### src/rtl/mips32_pkg.sv
// Shared mips32 definitions for the multiply/divide unit: op codes, FSM states,
// iteration count and the operand magnitude helper.
package mips32_pkg;

    localparam int unsigned MDU_WIDTH = 32;
    localparam int unsigned MDU_ITERS = 32;

    typedef enum logic [1:0] {
        MDU_MULT  = 2'b00,
        MDU_MULTU = 2'b01,
        MDU_DIV   = 2'b10,
        MDU_DIVU  = 2'b11
    } mdu_op_t;

    typedef enum logic [1:0] {
        MDU_IDLE = 2'b00,
        MDU_RUN  = 2'b01,
        MDU_FIX  = 2'b10
    } mdu_state_t;

    // Two's complement magnitude; 32'h80000000 maps onto itself, which is the
    // correct unsigned magnitude.
    function automatic logic [MDU_WIDTH-1:0] mdu_mag(input logic [MDU_WIDTH-1:0] v,
                                                     input logic is_signed);
        return (is_signed && v[MDU_WIDTH-1]) ? -v : v;
    endfunction

endpackage

### src/rtl/mult_div_unit_if.sv
// Operand/result bundle between the EX stage and the multiply/divide unit.
interface mult_div_unit_if #(
    parameter int unsigned WIDTH = 32
);
    logic             start;
    logic [1:0]       op;
    logic [WIDTH-1:0] a;
    logic [WIDTH-1:0] b;
    logic             mthi;
    logic             mtlo;
    logic [WIDTH-1:0] wdata;
    logic [WIDTH-1:0] hi;
    logic [WIDTH-1:0] lo;
    logic             busy;
    logic             done;

    modport master (
        output start, op, a, b, mthi, mtlo, wdata,
        input  hi, lo, busy, done
    );

    modport slave (
        input  start, op, a, b, mthi, mtlo, wdata,
        output hi, lo, busy, done
    );
endinterface

### src/rtl/mult_div_unit.sv
// Iterative MULT/MULTU/DIV/DIVU unit with architectural HI/LO registers.
// Multiply and divide share one 64-bit accumulator, the counter and FIX negation.
module mult_div_unit
    import mips32_pkg::*;
#(
    parameter int unsigned WIDTH = 32
) (
    input  logic            clk,
    input  logic            reset,
    mult_div_unit_if.slave  bus
);

    localparam logic [4:0] LAST_ITER = 5'(MDU_ITERS - 1);

    mdu_state_t         state;
    mdu_state_t         state_next;
    mdu_op_t            op_q;
    logic [4:0]         cnt;
    logic [2*WIDTH-1:0] acc;
    logic [WIDTH-1:0]   opnd;
    logic [WIDTH-1:0]   a_raw;
    logic [WIDTH-1:0]   hi_q;
    logic [WIDTH-1:0]   lo_q;
    logic               sign_a;
    logic               sign_b;
    logic               busy_q;
    logic               done_q;

    logic               in_signed;
    logic               in_div;
    logic [WIDTH-1:0]   mag_a;
    logic [WIDTH-1:0]   mag_b;

    logic               div_q;
    logic               signed_q;
    logic               neg_res;
    logic               neg_rem;
    logic [WIDTH:0]     mul_sum;
    logic [WIDTH:0]     div_rem;
    logic               div_ge;
    logic [WIDTH-1:0]   rem_sub;
    logic [2*WIDTH-1:0] acc_step;
    logic [2*WIDTH-1:0] prod;
    logic [WIDTH-1:0]   quo;
    logic [WIDTH-1:0]   rem;
    logic [WIDTH-1:0]   fix_hi;
    logic [WIDTH-1:0]   fix_lo;

    assign in_signed = ~bus.op[0];
    assign in_div    = bus.op[1];
    assign mag_a     = mdu_mag(bus.a, in_signed);
    assign mag_b     = mdu_mag(bus.b, in_signed);

    assign div_q    = (op_q == MDU_DIV) || (op_q == MDU_DIVU);
    assign signed_q = (op_q == MDU_MULT) || (op_q == MDU_DIV);
    assign neg_res  = signed_q & (sign_a ^ sign_b);
    assign neg_rem  = signed_q & sign_a;

    always_comb begin
        state_next = state;
        case (state)
            MDU_IDLE: if (bus.start) state_next = MDU_RUN;
            MDU_RUN:  if (cnt == LAST_ITER) state_next = MDU_FIX;
            MDU_FIX:  state_next = MDU_IDLE;
            default:  state_next = MDU_IDLE;
        endcase
    end

    always_ff @(posedge clk or posedge reset) begin
        if (reset) begin
            state  <= MDU_IDLE;
            busy_q <= 1'b0;
            done_q <= 1'b0;
        end else begin
            state  <= state_next;
            busy_q <= (state_next != MDU_IDLE);
            done_q <= (state == MDU_FIX);
        end
    end

    // Multiply: acc = {partial product, remaining multiplier bits}, shift right.
    // Divide: acc = {partial remainder, dividend/quotient bits}, shift left;
    // the remainder is widened by one bit so the trial compare cannot overflow.
    always_comb begin
        mul_sum = {1'b0, acc[2*WIDTH-1:WIDTH]} + {1'b0, (acc[0] ? opnd : '0)};
        div_rem = {acc[2*WIDTH-1:WIDTH], acc[WIDTH-1]};
        div_ge  = (div_rem >= {1'b0, opnd});
        rem_sub = div_rem[WIDTH-1:0] - opnd;
        if (div_q) begin
            acc_step = {(div_ge ? rem_sub : div_rem[WIDTH-1:0]), acc[WIDTH-2:0], div_ge};
        end else begin
            acc_step = {mul_sum, acc[WIDTH-1:1]};
        end
    end

    always_comb begin
        prod   = neg_res ? -acc : acc;
        quo    = acc[WIDTH-1:0];
        rem    = acc[2*WIDTH-1:WIDTH];
        fix_hi = prod[2*WIDTH-1:WIDTH];
        fix_lo = prod[WIDTH-1:0];
        if (div_q) begin
            if (opnd == '0) begin
                fix_hi = a_raw;
                fix_lo = '1;
            end else begin
                fix_hi = neg_rem ? -rem : rem;
                fix_lo = neg_res ? -quo : quo;
            end
        end
    end

    always_ff @(posedge clk or posedge reset) begin
        if (reset) begin
            op_q   <= MDU_MULT;
            cnt    <= '0;
            acc    <= '0;
            opnd   <= '0;
            a_raw  <= '0;
            sign_a <= 1'b0;
            sign_b <= 1'b0;
            hi_q   <= '0;
            lo_q   <= '0;
        end else begin
            case (state)
                MDU_IDLE: begin
                    if (bus.start) begin
                        op_q   <= mdu_op_t'(bus.op);
                        cnt    <= '0;
                        a_raw  <= bus.a;
                        sign_a <= bus.a[WIDTH-1];
                        sign_b <= bus.b[WIDTH-1];
                        opnd   <= in_div ? mag_b : mag_a;
                        acc    <= {{WIDTH{1'b0}}, (in_div ? mag_a : mag_b)};
                    end else begin
                        if (bus.mthi) hi_q <= bus.wdata;
                        if (bus.mtlo) lo_q <= bus.wdata;
                    end
                end
                MDU_RUN: begin
                    acc <= acc_step;
                    cnt <= cnt + 5'd1;
                end
                MDU_FIX: begin
                    hi_q <= fix_hi;
                    lo_q <= fix_lo;
                end
                default: ;
            endcase
        end
    end

    assign bus.hi   = hi_q;
    assign bus.lo   = lo_q;
    assign bus.busy = busy_q;
    assign bus.done = done_q;

endmodule

### src/flat_wrapper.sv
// flat-port wrapper written by rule: the top's interface ports become plain ports
module mult_div_unit_flat import mips32_pkg::*;
#(
    parameter int unsigned WIDTH = 32
)
  (clk, reset, bus_start, bus_op, bus_a, bus_b, bus_mthi, bus_mtlo, bus_wdata, bus_hi, bus_lo, bus_busy, bus_done);
  mult_div_unit_if #(.WIDTH(WIDTH)) bus_i ();
  input  logic clk;
  input  logic reset;
  input wire logic [$bits(bus_i.start)-1:0] bus_start;
  input wire logic [$bits(bus_i.op)-1:0] bus_op;
  input wire logic [$bits(bus_i.a)-1:0] bus_a;
  input wire logic [$bits(bus_i.b)-1:0] bus_b;
  input wire logic [$bits(bus_i.mthi)-1:0] bus_mthi;
  input wire logic [$bits(bus_i.mtlo)-1:0] bus_mtlo;
  input wire logic [$bits(bus_i.wdata)-1:0] bus_wdata;
  output wire logic [$bits(bus_i.hi)-1:0] bus_hi;
  output wire logic [$bits(bus_i.lo)-1:0] bus_lo;
  output wire logic [$bits(bus_i.busy)-1:0] bus_busy;
  output wire logic [$bits(bus_i.done)-1:0] bus_done;
  assign bus_i.start = bus_start;
  assign bus_i.op = bus_op;
  assign bus_i.a = bus_a;
  assign bus_i.b = bus_b;
  assign bus_i.mthi = bus_mthi;
  assign bus_i.mtlo = bus_mtlo;
  assign bus_i.wdata = bus_wdata;
  assign bus_hi = bus_i.hi;
  assign bus_lo = bus_i.lo;
  assign bus_busy = bus_i.busy;
  assign bus_done = bus_i.done;
  mult_div_unit #(.WIDTH(WIDTH)) u_core (.clk(clk), .reset(reset), .bus(bus_i));
endmodule
### config.mk
export PLATFORM = sky130hd
export DESIGN_NAME = mult_div_unit_flat
export DESIGN_NICKNAME = d
export VERILOG_FILES = /design/src/rtl/mips32_pkg.sv /design/src/rtl/mult_div_unit_if.sv /design/src/rtl/mult_div_unit.sv /design/src/flat_wrapper.sv
export SDC_FILE = /design/constraint.sdc
export NUM_CORES = 1
export LEC_CHECK = 0
export ABC_CLOCK_PERIOD_IN_PS = 6800
export CAP_MARGIN = 20
export CELL_PAD_IN_SITES_DETAIL_PLACEMENT = 0
export CELL_PAD_IN_SITES_GLOBAL_PLACEMENT = 1
export CORE_MARGIN = 4
export CORE_UTILIZATION = 39
export CTS_BUF_LIST = sky130_fd_sc_hd__clkbuf_16
export DETAILED_ROUTE_END_ITERATION = 8
export GPL_ROUTABILITY_DRIVEN = 1
export PLACE_DENSITY_LB_ADDON = 0.1
export SLEW_MARGIN = 20
export SYNTH_ARGS = -nofsm -noshare
export SYNTH_HDL_FRONTEND = slang
export SYNTH_SLANG_ARGS = --single-unit
### constraint.sdc
create_clock -name clk -period 6.8 [get_ports clk]
set_input_delay 1.36 -clock clk [delete_from_list [all_inputs] [get_ports clk]]
set_output_delay 1.36 -clock clk [all_outputs]
set_load 0.01 [all_outputs]
# Word-level counts from Yosys, hierarchy flattened
# Cells that the tools add are included.
# totals
ff_bits,205
# op_classes
n_addsub,8
order_cmp,1
eq_ne,9
n_mux,27
bitwise,4
reduce_logical,14
# op_table
cell,count
two-way mux 32 bit,16
two-way mux 64 bit,3
negator 32 bit,4
case mux 32 bit (2 select lines),2
case mux 64 bit (2 select lines),1
negator 64 bit,1
adder 32 x 32 -> 33 bit,1
>= comparator 33 x 32 -> 1 bit,1
logical NOT 32 bit,1
subtractor 32 bit,1
case mux 5 bit (2 select lines),1
"inequality test 2 bit, second input constant",4
"== test 2 bit, second input constant",3
AND reduction 3 bit,2
nonzero test 2 bit,3
"adder 5 x 1 -> 5 bit, second input constant",1
"== test 5 bit, second input constant",1
two-way mux 5 bit,1
logical NOT 2 bit,2
two-way mux 2 bit,2
case mux 2 bit (2 select lines),1
AND reduction 2 bit,2
AND 1 bit,2
"== test 2 x 1 -> 1 bit, second input constant",1
other kinds (4),6

# Depth between registers and ports, before layout
# depth
ltp_word,7
depth_mapped,15
depth_no_buf,14

# Worst setup path before layout
# No wires, ideal clock.
# synth_timing
path_kind,in2reg
start,input port bus_b[1]
end,register u_core.acc[29]
setup_ns,0.126
arrival_ns,3.830
setup_slack_ns,2.844
stages,9
path_buffers,0
cell_sequence,or4_4 -> or4b_4 -> or3_4 -> or2_4 -> nor3_4 -> a21oi_2 -> xnor2_2 -> mux2i_1 -> a221o_1
# synth_via
elab_chain_cells,5
# synth_lines
element,line_no,source
start: declaration,flat_wrapper.sv:13,input wire logic [$bits(bus_i.b)-1:0] bus_b;
negator 32 bit,mips32_pkg.sv:25,return (is_signed && v[MDU_WIDTH-1]) ? -v : v;
two-way mux 32 bit,mips32_pkg.sv:25,
two-way mux 32 bit,mult_div_unit.sv:134,"acc <= {{WIDTH{1'b0}}, (in_div ? mag_a : mag_b)};"
two-way mux 64 bit,mult_div_unit.sv:127,if (bus.start) begin
case mux 64 bit (2 select lines),mult_div_unit.sv:125,case (state)
end signal: assignment,mult_div_unit.sv:134,
end signal: assignment,mult_div_unit.sv:141,acc <= acc_step;
end: declaration,mult_div_unit.sv:19,logic [2*WIDTH-1:0] acc;
# Every way passes these cells. The select of a mux whose other input is x is not followed.
# A chain may end at the register's enable or synchronous reset.

# Worst setup path after layout
# layout_timing
start,register u_core.acc[31]
end,register u_core.acc[62]
# layout_via
elab_chain_cells,4
elab_cells_between_ends,5
classes_between,add/sub: 1; order compare: 1; mux: 3
# layout_lines
element,line_no,source
subtractor 32 bit or >= comparator 33 x 32 -> 1 bit (tied branches),"mult_div_unit.sv:88, mult_div_unit.sv:87",
two-way mux 32 bit (*),mult_div_unit.sv:90,"acc_step = {(div_ge ? rem_sub : div_rem[WIDTH-1:0]), acc[WIDTH-2:0], div_ge};"
two-way mux 64 bit (*),mult_div_unit.sv:89,if (div_q) begin
case mux 64 bit (2 select lines) (*),mult_div_unit.sv:125,
# Mark *: on every way between the ends. The rest lies on a longest branch, timed or not.

==> qor.csv <==
stage,metric,value,unit
logic_synthesis,synth warn,0,
logic_synthesis,Synth cell types,73,
layout,final net count,2452,
setup_path,reg2reg path depth,13,
placed_design,pre-CTS setup slack,2.15,ns
detailed_routing,Vias/cell,5.96,
logic_synthesis,"Avg Cell Area, Syn",7.56,µm²
logic_synthesis,Post-synth ARST share,100,%
timing,Layout Skew,0.0268,ns
run_status,status,"finished, final reports clean",
detailed_routing,final wirelength,69500,µm
setup_path,WS Path Type,reg2reg,
timing,Max Freq,211,MHz
clock_network,CTS buffer count,25,
timing,Final Cycle Share,69.7,%
clock_network,"CTS clk-pin slew, worst paths",0.06,ns
detailed_routing,DRC viols,0,
detailed_routing,met1 WL,32000,µm
pwr,Power Density,577,mW/mm²
clock_network,CTS tree,yes,
clock_network,clock sinks,204,
global_route,GRT Total Usage,28.8,%
timing,Tightest Pin Transition,1.13,ns
placed_design,RD Place Congestion,0.972,
timing,min Tclk post-route,4.74,ns
clock_network,setup bufs post-CTS,0,
logic_synthesis,Post-synth EDFFs,0,
floorplanning,core outline area,0.0421,mm²
detailed_routing,vias post-DR,16900,
floorplanning,die width,215,µm
logic_synthesis,Synth Area in XOR/XNOR,10.4,%
logic_synthesis,post-synthesis mux area share,3.64,%
global_route,first-pass GRT wire length,103000,µm
setup_path,crit path from,u_core.acc[31]$_DFFE_PP0P_,
logic_synthesis,cell area after synthesis,0.0167,mm²
pwr,maximum VDD drop,0.000262,V
setup_path,worst r2r src,u_core.acc[31]$_DFFE_PP0P_,
detailed_routing,WL met2,30400,µm
layout,fillers,4260,
timing,Final Hold Violating Endpoints,0,
floorplanning,Cell Rows,75,
job,Max-Cap Viols,0,
logic_synthesis,count of state elements after synthesis,204,
logic_synthesis,Synth Flop Type,dfrtp_1,
layout,synth-to-layout area growth,16.9,%
detailed_routing,DR pass1 iterations,5,
detailed_routing,top sig layer,met4,
pwr,leakage,8.11,nW
setup_path,worst setup path end,u_core.acc[62]$_DFFE_PP0P_,
logic_synthesis,Synth Area in Simple Gates,19.7,%
setup_path,RR Endpoint,u_core.acc[62]$_DFFE_PP0P_,
floorplanning,Initial Util,39.6,%
global_route,number of global-route vias before repair,15900,
timing,unrepaired setup endpoints after global routing,false,
setup_path,"Req. time, crit path",7.19,ns
clock_network,clock latency on the worst-skew pair,0.57,ns
placed_design,HPWL after DPL,53900,µm
placed_design,count of buffers from port buffering,168,
logic_synthesis,Synth Area in Compound Gates,25.1,%
timing,Final Slew Violations,0,
logic_synthesis,"area leader, netlist",dfrtp_1,
clock_network,# H-tree levels,1,
min_path,HP Class,reg2reg,
clock_network,post-CTS sizing,0,
logic_synthesis,largest family of logic cells by synthesized area,compound AO/OA/AOI/OAI gates,
layout,antenna cells,0,
logic_synthesis,cells after synthesis,2208,
logic_synthesis,post-synthesis adder-cell area fraction,5.49,%
clock_network,CTS Hold Buffers Added,0,
logic_synthesis,main area contributors after synthesis,"dfrtp_1, nand2_1, o21ai_0",
setup_path,CP Max Fanout,4,
global_route,pin count of the biggest net entering global routing,130,
layout,layout cells sized above 1,4.31,%
detailed_routing,post-route ant nets,0,
setup_path,R2R setup slack,2.06,ns
clock_network,maximum buffer depth of the clock tree,3,
timing,final setup fails,0,
detailed_routing,Met3 Routed Length,5140,µm
global_route,antenna violations before repair,1,
logic_synthesis,syn nets,2383,
timing,setup slack after layout,2.06,ns
logic_synthesis,post-synth top area share,30.6,%
setup_path,crit end category,register,
floorplanning,Die Y,215,µm
setup_path,Startpoint Class,register,
timing,Total Neg Setup Slack,0,ns
logic_synthesis,sequential cell area fraction in the yosys report,30.6,%
detailed_routing,routed length per placed instance,24.5,µm
clock_network,CTS Root Cell,clkbuf_16,
floorplanning,IO Pins,169,
floorplanning,die area,0.0462,mm²
setup_path,CP arrival,5.13,ns
detailed_routing,DR iter-0 viols,1712,
timing,relative slew slack,24.7,%
global_route,gr ovfl total,0,
==> where the power goes <==
part | internal (mW) | total, mW | switching [mW]
registers | 1.78 | 2.81 | 1.02
clock network | 0.713 | 1.31 | 0.595
logic | 2.85 | 7.14 | 4.29
==> Yosys cell counts, types with 8 or more instances <==
library cell  count
xor2_1           89
a31oi_1          17
xnor2_1         108
a221oi_1          8
nor2_1          213
dfrtp_1         204
nor4_1           28
o21a_1           15
buf_1            14
and2_1            9
o21ai_0         241
o41ai_1           8
a211oi_1         23
ha_1             70
mux2i_1          54
a21oi_1         205
a22oi_1          22
nand2_1         327
nand4_1          15
nor2b_1          17
or3_1            12
o22ai_1          60
inv_1            69
clkbuf_1        137
nand3_1          29
and3_1            8
nor3_1           34
o211ai_1         18
nand2b_1         18
a21o_1           23
o31ai_1          16
o21bai_1          8
==> layer usage <==
layer | global-route usage (%) | vias up
li1 | - | 7949
met1 | 42.3 | 8188
met2 | 44.3 | 665
met3 | 4.62 | 84
met4 | 7.72 | 0
met5 | 0 | -
==> layout make-up <==
type | count | area (µm²) | area share [%]
well taps | 539 | 674 | 3.46
clock buffers | 25 | 626 | 3.21
clock inverters | 21 | 145 | 0.744
multi-input cells | 1780 | 10800 | 55.3
repair buffers | 195 | 1890 | 9.70
inverters | 71 | 270 | 1.39
flip-flops and latches | 204 | 5110 | 26.2
==> worst min path at each step <==
| stage | endpoint | from | cells past startpoint |
|---|---|---|---|
| after floorplan | u_core.a_raw[12]$_DFFE_PP0P_ | u_core.a_raw[12]$_DFFE_PP0P_ | 2 |
| after global placement | u_core.bus.hi[5]$_DFFE_PP0P_ | u_core.bus.hi[5]$_DFFE_PP0P_ | 2 |
| after detailed placement | u_core.a_raw[10]$_DFFE_PP0P_ | u_core.a_raw[10]$_DFFE_PP0P_ | 2 |
| after CTS | u_core.bus.lo[5]$_DFFE_PP0P_ | u_core.bus.lo[5]$_DFFE_PP0P_ | 2 |
| after global routing | u_core.bus.lo[30]$_DFFE_PP0P_ | u_core.bus.lo[30]$_DFFE_PP0P_ | 2 |
| final | u_core.bus.lo[4]$_DFFE_PP0P_ | u_core.bus.lo[4]$_DFFE_PP0P_ | 2 |
==> worst max-delay path: stages (launching register included) <==
cell,delay (ns)
dfrtp_1,0.51
inv_1,0.22
ha_1,0.19
inv_1,0.05
fa_1,0.43
a211oi_1,0.39
o211ai_1,0.19
and3_1,0.25
a21o_1,0.23
a21oi_1,0.40
o21ai_0,0.33
a221o_1,0.48
nor4b_1,0.64
o22ai_1,0.24
==> cells by family after synthesis <==
logic type / Yosys count
fa+ha+maj: 72
flops: 204
xor+xnor: 198
mux: 60
simple gates: 743
compound gates: 707
buf+inv: 224
==> cell usage in the layout, fill, tap and decap left out, types with 16 or more instances in the layout <==
| master | n |
|---|---|
| xor2_1 | 89 |
| o31ai_1 | 16 |
| clkdlybuf4s50_1 | 167 |
| buf_4 | 26 |
| a21oi_1 | 205 |
| xnor2_1 | 108 |
| nor4_1 | 28 |
| a21o_1 | 23 |
| ha_1 | 70 |
| nand3_1 | 29 |
| a211oi_1 | 23 |
| mux2i_1 | 54 |
| inv_1 | 71 |
| a22oi_1 | 22 |
| nand2_1 | 325 |
| nor3_1 | 34 |
| dfrtp_1 | 203 |
| nor2_1 | 210 |
| a31oi_1 | 17 |
| o211ai_1 | 18 |
| clkbuf_16 | 25 |
| nand2b_1 | 17 |
| o22ai_1 | 60 |
| o21ai_0 | 241 |
==> state kept, by name (all words and copies together) (netlist names) <==
register and count:
u_core.state 2, u_core.acc 64, u_core.sign_b 1, u_core.bus.hi 32, u_core.cnt 5, u_core.bus.lo 32
u_core.opnd 32, u_core.bus.done 1, u_core.bus.busy 1, u_core.a_raw 32, u_core.op_q 2
==> metrics by stage <==
step                      util (%)  instance area (µm²)  hold WS [ns]  std cells  power, mW
after floorplan                  -                16700         0.445       2208       7.26
after global placement        44.5                18700         0.462       2789       9.75
after detailed placement      44.5                18700         0.468       2789       9.79
after CTS                     46.3                19500         0.483       2835       11.1
after global routing          46.3                19500         0.500       2835       12.0
final                         46.3                19500         0.479       2835       11.3
No activity file was read; power rests on OpenSTA's default activity.
